==> src/rtl/pipe_stage_reg.sv <==
// Pipeline stage register with valid/ready handshake, flush, freeze and a
// saturating back-pressure counter.
// Optional macro PIPE_STAGE_REG_SKID_EN adds a second (skid) entry so that
// in_ready is a registered signal. Without it, the stage holds one word and
// in_ready is combinational.
module pipe_stage_reg #(
  parameter int unsigned DATA_W = 32,
  parameter int unsigned CTRL_W = 16
) (
  input  logic              clk,
  input  logic              rst,
  input  logic              in_valid,
  output logic              in_ready,
  input  logic [CTRL_W-1:0] in_ctrl,
  input  logic [DATA_W-1:0] in_data,
  output logic              out_valid,
  input  logic              out_ready,
  output logic [CTRL_W-1:0] out_ctrl,
  output logic [DATA_W-1:0] out_data,
  input  logic              flush,
  input  logic              freeze,
  input  logic              stall_clr,
  output logic [1:0]        occupancy,
  output logic [15:0]       stall_cnt
);

  localparam logic [1:0] StEmpty = 2'd0;
  localparam logic [1:0] StOne   = 2'd1;
`ifdef PIPE_STAGE_REG_SKID_EN
  localparam logic [1:0] StTwo   = 2'd2;
`endif
  localparam logic [15:0] StallMax = 16'hFFFF;

  logic [1:0]        state_q, state_d;
  logic [CTRL_W-1:0] head_ctrl_q, head_ctrl_d;
  logic [DATA_W-1:0] head_data_q, head_data_d;
  logic              rdy_q, rdy_d;
  logic [15:0]       stall_q, stall_d;
  logic              in_fire, out_fire;

`ifdef PIPE_STAGE_REG_SKID_EN
  logic [CTRL_W-1:0] skid_ctrl_q, skid_ctrl_d;
  logic [DATA_W-1:0] skid_data_q, skid_data_d;
`endif

  assign out_valid = (state_q != StEmpty);
  assign out_ctrl  = out_valid ? head_ctrl_q : '0;
  assign out_data  = head_data_q;
  assign occupancy = state_q;
  assign stall_cnt = stall_q;

  // Ready: rdy_q is low throughout reset and rises on the first edge after it.
`ifdef PIPE_STAGE_REG_SKID_EN
  assign in_ready = rdy_q & ~freeze & ~flush;
`else
  assign in_ready = rdy_q & (~out_valid | out_ready) & ~freeze & ~flush;
`endif

  assign in_fire  = in_valid & in_ready;
  assign out_fire = out_valid & out_ready & ~freeze & ~flush;

  // Occupancy FSM and payload movement.
  always_comb begin
    state_d     = state_q;
    head_ctrl_d = head_ctrl_q;
    head_data_d = head_data_q;
`ifdef PIPE_STAGE_REG_SKID_EN
    skid_ctrl_d = skid_ctrl_q;
    skid_data_d = skid_data_q;
`endif
    if (flush) begin
      // Data bits are left alone; only control is scrubbed.
      state_d     = StEmpty;
      head_ctrl_d = '0;
`ifdef PIPE_STAGE_REG_SKID_EN
      skid_ctrl_d = '0;
`endif
    end else begin
      case (state_q)
        StEmpty: begin
          if (in_fire) begin
            state_d     = StOne;
            head_ctrl_d = in_ctrl;
            head_data_d = in_data;
          end
        end
        StOne: begin
          if (in_fire && out_fire) begin
            head_ctrl_d = in_ctrl;
            head_data_d = in_data;
`ifdef PIPE_STAGE_REG_SKID_EN
          end else if (in_fire) begin
            state_d     = StTwo;
            skid_ctrl_d = in_ctrl;
            skid_data_d = in_data;
`else
          end else if (in_fire) begin
            // Unreachable: in_ready requires out_ready when holding a word.
            head_ctrl_d = in_ctrl;
            head_data_d = in_data;
`endif
          end else if (out_fire) begin
            state_d = StEmpty;
          end
        end
`ifdef PIPE_STAGE_REG_SKID_EN
        StTwo: begin
          if (out_fire) begin
            state_d     = StOne;
            head_ctrl_d = skid_ctrl_q;
            head_data_d = skid_data_q;
          end
        end
`endif
        default: state_d = StEmpty;
      endcase
    end
  end

  // Registered ready tracks whether the next state still has room.
  always_comb begin
`ifdef PIPE_STAGE_REG_SKID_EN
    rdy_d = (state_d != StTwo);
`else
    rdy_d = 1'b1;
`endif
  end

  // Saturating back-pressure counter; freeze holds it, clear beats increment.
  always_comb begin
    stall_d = stall_q;
    if (!freeze) begin
      if (stall_clr) begin
        stall_d = '0;
      end else if (out_valid && !out_ready && (stall_q != StallMax)) begin
        stall_d = stall_q + 16'd1;
      end
    end
  end

  // State registers with synchronous active-low reset.
  always_ff @(posedge clk) begin
    if (!rst) begin
      state_q     <= StEmpty;
      head_ctrl_q <= '0;
      head_data_q <= '0;
      rdy_q       <= 1'b0;
      stall_q     <= '0;
`ifdef PIPE_STAGE_REG_SKID_EN
      skid_ctrl_q <= '0;
      skid_data_q <= '0;
`endif
    end else begin
      state_q     <= state_d;
      head_ctrl_q <= head_ctrl_d;
      head_data_q <= head_data_d;
      rdy_q       <= rdy_d;
      stall_q     <= stall_d;
`ifdef PIPE_STAGE_REG_SKID_EN
      skid_ctrl_q <= skid_ctrl_d;
      skid_data_q <= skid_data_d;
`endif
    end
  end

endmodule

==> config.mk <==
export PLATFORM = sky130hd
export DESIGN_NAME = pipe_stage_reg
export DESIGN_NICKNAME = d
export VERILOG_FILES = /design/src/rtl/pipe_stage_reg.sv
export SDC_FILE = /design/constraint.sdc
export NUM_CORES = 1
export LEC_CHECK = 0
export CORE_MARGIN = 2
export CORE_UTILIZATION = 40
export DETAILED_ROUTE_END_ITERATION = 6
export GPL_TIMING_DRIVEN = 1
export MAX_ROUTING_LAYER = met4
export PLACE_DENSITY = 0.76
export SLEW_MARGIN = 15
export SYNTH_ARGS = -nofsm -noshare
export SYNTH_HDL_FRONTEND = slang
export SYNTH_SLANG_ARGS = --single-unit
==> constraint.sdc <==
create_clock -name clk -period 2.6 [get_ports clk]
set_clock_uncertainty 0.05 [all_clocks]
set_input_delay 0.65 -clock clk [delete_from_list [all_inputs] [get_ports clk]]
set_output_delay 0.65 -clock clk [all_outputs]
set_load 0.01 [all_outputs]
# Yosys cells after proc, flatten, opt, wreduce, memory -nomap -nowiden
# Index checks and enable logic that the tools add are counted.
[word_totals] ff_bits=67 inputBits=55 out_inout_bits=68
[op_classes] addsub=1 n_eq_ne=6 n_mux=15 bitwise_logic=12 n_reduce_logical=12
[ops] cell="two-way mux 16 bit" count=5
[ops] cell="two-way mux 32 bit" count=2
[ops] cell="case mux 32 bit (2 select lines)" count=1
[ops] cell="case mux 16 bit (2 select lines)" count=1
[ops] cell="adder 16 x 1 -> 16 bit (second input constant)" count=1
[ops] cell="inequality test 16 bit (second input constant)" count=1
[ops] cell="two-way mux 2 bit" count=4
[ops] cell="inequality test 2 bit (second input constant)" count=4
[ops] cell="bitwise AND 1 bit" count=7
[ops] cell="nonzero test 2 bit" count=3
[ops] cell="NOT 1 bit" count=4
[ops] cell="case mux 2 bit (2 select lines)" count=1
[ops] cell="AND reduction 2 bit" count=2
[ops] cell="AND reduction 4 bit" count=1
[ops] cell="logical AND 1 bit" count=3
[ops] cell="equality test 2 x 1 -> 1 bit (second input constant)" count=1
[ops] cell="zero test 2 bit" count=1
[ops] cell="OR reduction 2 bit" count=1
[ops] cell="zero test 1 bit" count=1
[ops] cell="two-way mux 1 bit" count=1
[ops] cell="OR 1 bit" count=1

# Depth between registers and ports, before layout
[depth] ltp_word=10 mapped_depth=7

# Least setup slack after synthesis
# OpenSTA, ideal clock, no wires.
[synth_path] kind="input-to-reg" startpoint="input port rst" endpoint="register stall_q[6], in the netlist stall_cnt[6]" setup_ns=0.101 t_arrival_ns=1.694 required_time_ns=2.449 path_slack_ns=0.755 path_stages=7 cell_sequence="clkbuf_1 -> nand2b_1 -> clkbuf_1 -> nand2_1 -> clkbuf_1 -> o311ai_0 -> o41ai_1"
[synth_lines] element="start, declared" line_no="11" rtl="input logic rst,"
[synth_lines] element="end signal, assigned" line_no="158" rtl="stall_q <= stall_d;"
[synth_lines] element="end, declared" line_no="38" rtl="logic [15:0] stall_q, stall_d;"

# Worst setup path after layout
[layout_path] startpoint="input port out_ready" endpoint="output port in_ready"
[layout_between] elab_chain_cells=4
[layout_lines] element="start, declared" line_no="17" rtl="input logic out_ready,"
[layout_lines] element="OR 1 bit" line_no="56" rtl="assign in_ready = rdy_q & (~out_valid | out_ready) & ~freeze & ~flush;"
[layout_lines] element="bitwise AND 1 bit (3 in series)" line_no="56"
[layout_lines] element="end, declared" line_no="13" rtl="output logic in_ready,"
# Every way passes these cells.

==> metrics.yaml <==
outcome:
  status: "finished clean"
timing:
  hold_violations: 0
  slew_headroom: 0.559
  fin_crit_sh: 0.924
  rsz0062_at_grt: "no"
  clock.fmax_mhz: 416
  hold_ws_ns: 0.400
  tightest_slew_ns: 0.662
  final_max_slew_viol_count: 0
  totalNegativeSetupSlack_ns: 0
  setup_violations: 0
  finalCriticalPeriod_ns: 2.40
worst_setup_path:
  critPathLaunchType: "input pin"
  cp_cell_sequence: "clkdlybuf4s50_1 -> nor2b_1 -> and3b_1 -> dlygate4sd2_1"
  r2r-start: "stall_cnt[0]$_SDFFE_PN0P_"
  rrSetupSlack_ns: 0.61
  worstPathRequired_ns: 1.90
  critPathKind: "input pin to primary output"
  cp_slowest_cell: "clkdlybuf4s50_1"
  worst_ep_arrival_time_ns: 1.70
  crit_end: "in_ready"
  critPathCaptureType: "primary output"
  path_buf_inv: 2
  ff2ff_path_depth: 5
  worstPathMaxFanout: 2
  crit_start: "out_ready"
  cp.depth: 4
  critPathMaxStageDelay_ns: 0.43
  r2r_end: "stall_cnt[13]$_SDFFE_PN0P_"
  cp_top_family: "buffers and inverters"
grt:
  grt_start_max_net_pins: 35
  grt_pass1_vias: 2585
  grt.total_usage: 0.206
  overflow: 0
  grt_pass1_wl_um: 12400
  antenna_found_initial: 0
drt:
  drtIter0Drc: 128
  drt-wirelength-per-cell_um: 13.5
  ant_nets: 0
  drc: 0
  postRouteWirelength_um: 7930
  vias: 2926
  firstDrtPassIters: 4
  vias_per_cell: 4.97
place:
  dp_hpwl_um: 5680
  port_buffers: 121
  dp_cells: 573
  gp_congestion: 0.854
  place_area_um2: 4240
yosys:
  synth-async-reset-ratio: 0
  synth_top_area_frac: 0.453
  synth_commonest_cells: "nand2_1 (117), dfxtp_1 (66), a21boi_0 (32)"
  synth_nets: 421
  syn-cell-area_um2: 2920
  synthFlopType: "dfxtp_1"
  synth.avg_cell_area_um2: 7.99
  ys_ff_latch: 66
  yosysWarnings: 0
  ys_types: 46
  synth.top_cells.by_area: "dfxtp_1 (45%), nand2_1 (15%), a21boi_0 (8.2%), a21oi_1 (3.6%), and2_1 (3.4%)"
  syn_inst: 365
  yosysSeqAreaShare: 0.453
  synth_edf_count: 0
  yosysMostFrequentCell: "nand2_1"
  synth_top_area_cell: "dfxtp_1"
cells_and_area:
  design_area_um2: 4450
  syn2layout_area_growth_pct: 52.5
  drive_gt1_frac: 0.0714
  layout.cells.non_filler: 589
  diodes: 0
  nets: 541
power_and_ir_drop:
  leakagePower_nw: 1.56
  powerDensity_nw_per_um2: 470
  ir_drop_mv: 0.282
floorplanning:
  start_util: 0.408
  fp.dieH_um: 89.4
  pin_count: 123
  die_area_um2: 7990
  coreArea_um2: 7140
  fp.dieW_um: 89.4
  rows: 31
clock_network:
  clock_path_buffers: 2
  clock_sinks: 66
  cts-root-buf: "clkbuf_8"
  clkLatencyLatePin_ns: 0.34
  htree_levels: 3
  cts-buffers-inserted: 9
  clk_pin_slew_ns: 0.07
  hold_buffers: 0
  cts_tree: "built"
  postCtsSetupBuffers: 0
hold_path:
  hold_depth: 2
  hold_class: "flip-flop to flip-flop"
run:
  cap_violations: 0
[repair_timing]
action                                 4_1_cts  5_1_grt
endpoints found under the hold margin        0        0
setup endpoints to repair                    1        0
resized for setup                            1        0
[power breakdown]
group | leakage (nW) | total [mW] | switching [mW] | internal (mW)
registers | 0.533 | 1.03 | 0.00659 | 1.02
clock network | 0.0945 | 0.869 | 0.401 | 0.468
logic | 0.935 | 0.190 | 0.0728 | 0.118
total | 1.56 | 2.09 | 0.481 | 1.61
[kinds of logic after synthesis]
group	share of synthesized area
simple gates	0.294
compound gates	0.188
fa+ha+maj	0.00429
buf+inv	0.0485
mux	0.0103
flops	0.453
other cells	0.00129
[routing by layer]
metal | part of all wire | vias to the layer above | GRT usage
li1 | - | 1482 | -
met1 | 0.44 | 1328 | 0.245
met2 | 0.47 | 100 | 0.325
met3 | 0.062 | 16 | 0.0480
met4 | 0.028 | 0 | 0.102
met5 | 0 | - | -
[layout make-up]
type / count / area (um2)
timing repair buffer: 137 / 1330
clock buffer: 10 / 138
sequential: 66 / 1320
fill: 656 / 2690
clock inverter: 6 / 66.3
tap: 99 / 124
inverter: 4 / 15.0
multi-input combinational: 267 / 1450
[worst reg2reg max path, delay by kind of cell (launching register included)]
family / cells / cell delay, ns
AND/OR/NAND/NOR: 4 / 1.28
flip-flops: 1 / 0.36
adder cells (fa/ha/maj): 1 / 0.25
[cell usage in the layout, fill, tap and decap left out, drive strengths merged, types with 2 or more instances in the layout]
cell           netlist  layout
a2111o               3       3
a21boi              32      32
a21oi               21      21
a31oi                2       2
and2                17      17
and3                 3       3
and4                 4       4
buf                 13      16
clkbuf              15      10
clkdlybuf4s50        0     120
clkinv               0       2
clkinvlp             0       3
dfxtp               66      66
inv                  4       4
mux2i                3       3
nand2              117     117
nand2b               5       5
nand3                9       9
nand4                6       6
nand4b               2       2
nor2                 6       6
nor2b                2       2
nor3                 2       2
nor4                 4       4
o21ai                7       7
o311ai               3       3
o41ai                2       2
[worst min-delay path by stage]
stage,end,from,slack (ns)
6_report,flip-flop,flip-flop,0.40
3_5_place_dp,flip-flop,flip-flop,0.39
4_1_cts,flip-flop,flip-flop,0.40
3_3_place_gp,flip-flop,flip-flop,0.39
5_1_grt,flip-flop,flip-flop,0.42
2_1_floorplan,flip-flop,flip-flop,0.38
[per-stage QoR]
stage	utilization	total power, mW	setup WS, ns
2_1_floorplan	-	1.12	0.755
4_1_cts	0.623	2.11	0.183
3_3_place_gp	0.595	1.24	-0.0319
3_5_place_dp	0.595	1.24	-0.0547
6_report	0.623	2.09	0.198
5_1_grt	0.623	2.17	0.144
Power figures use the tool's default switching activity.
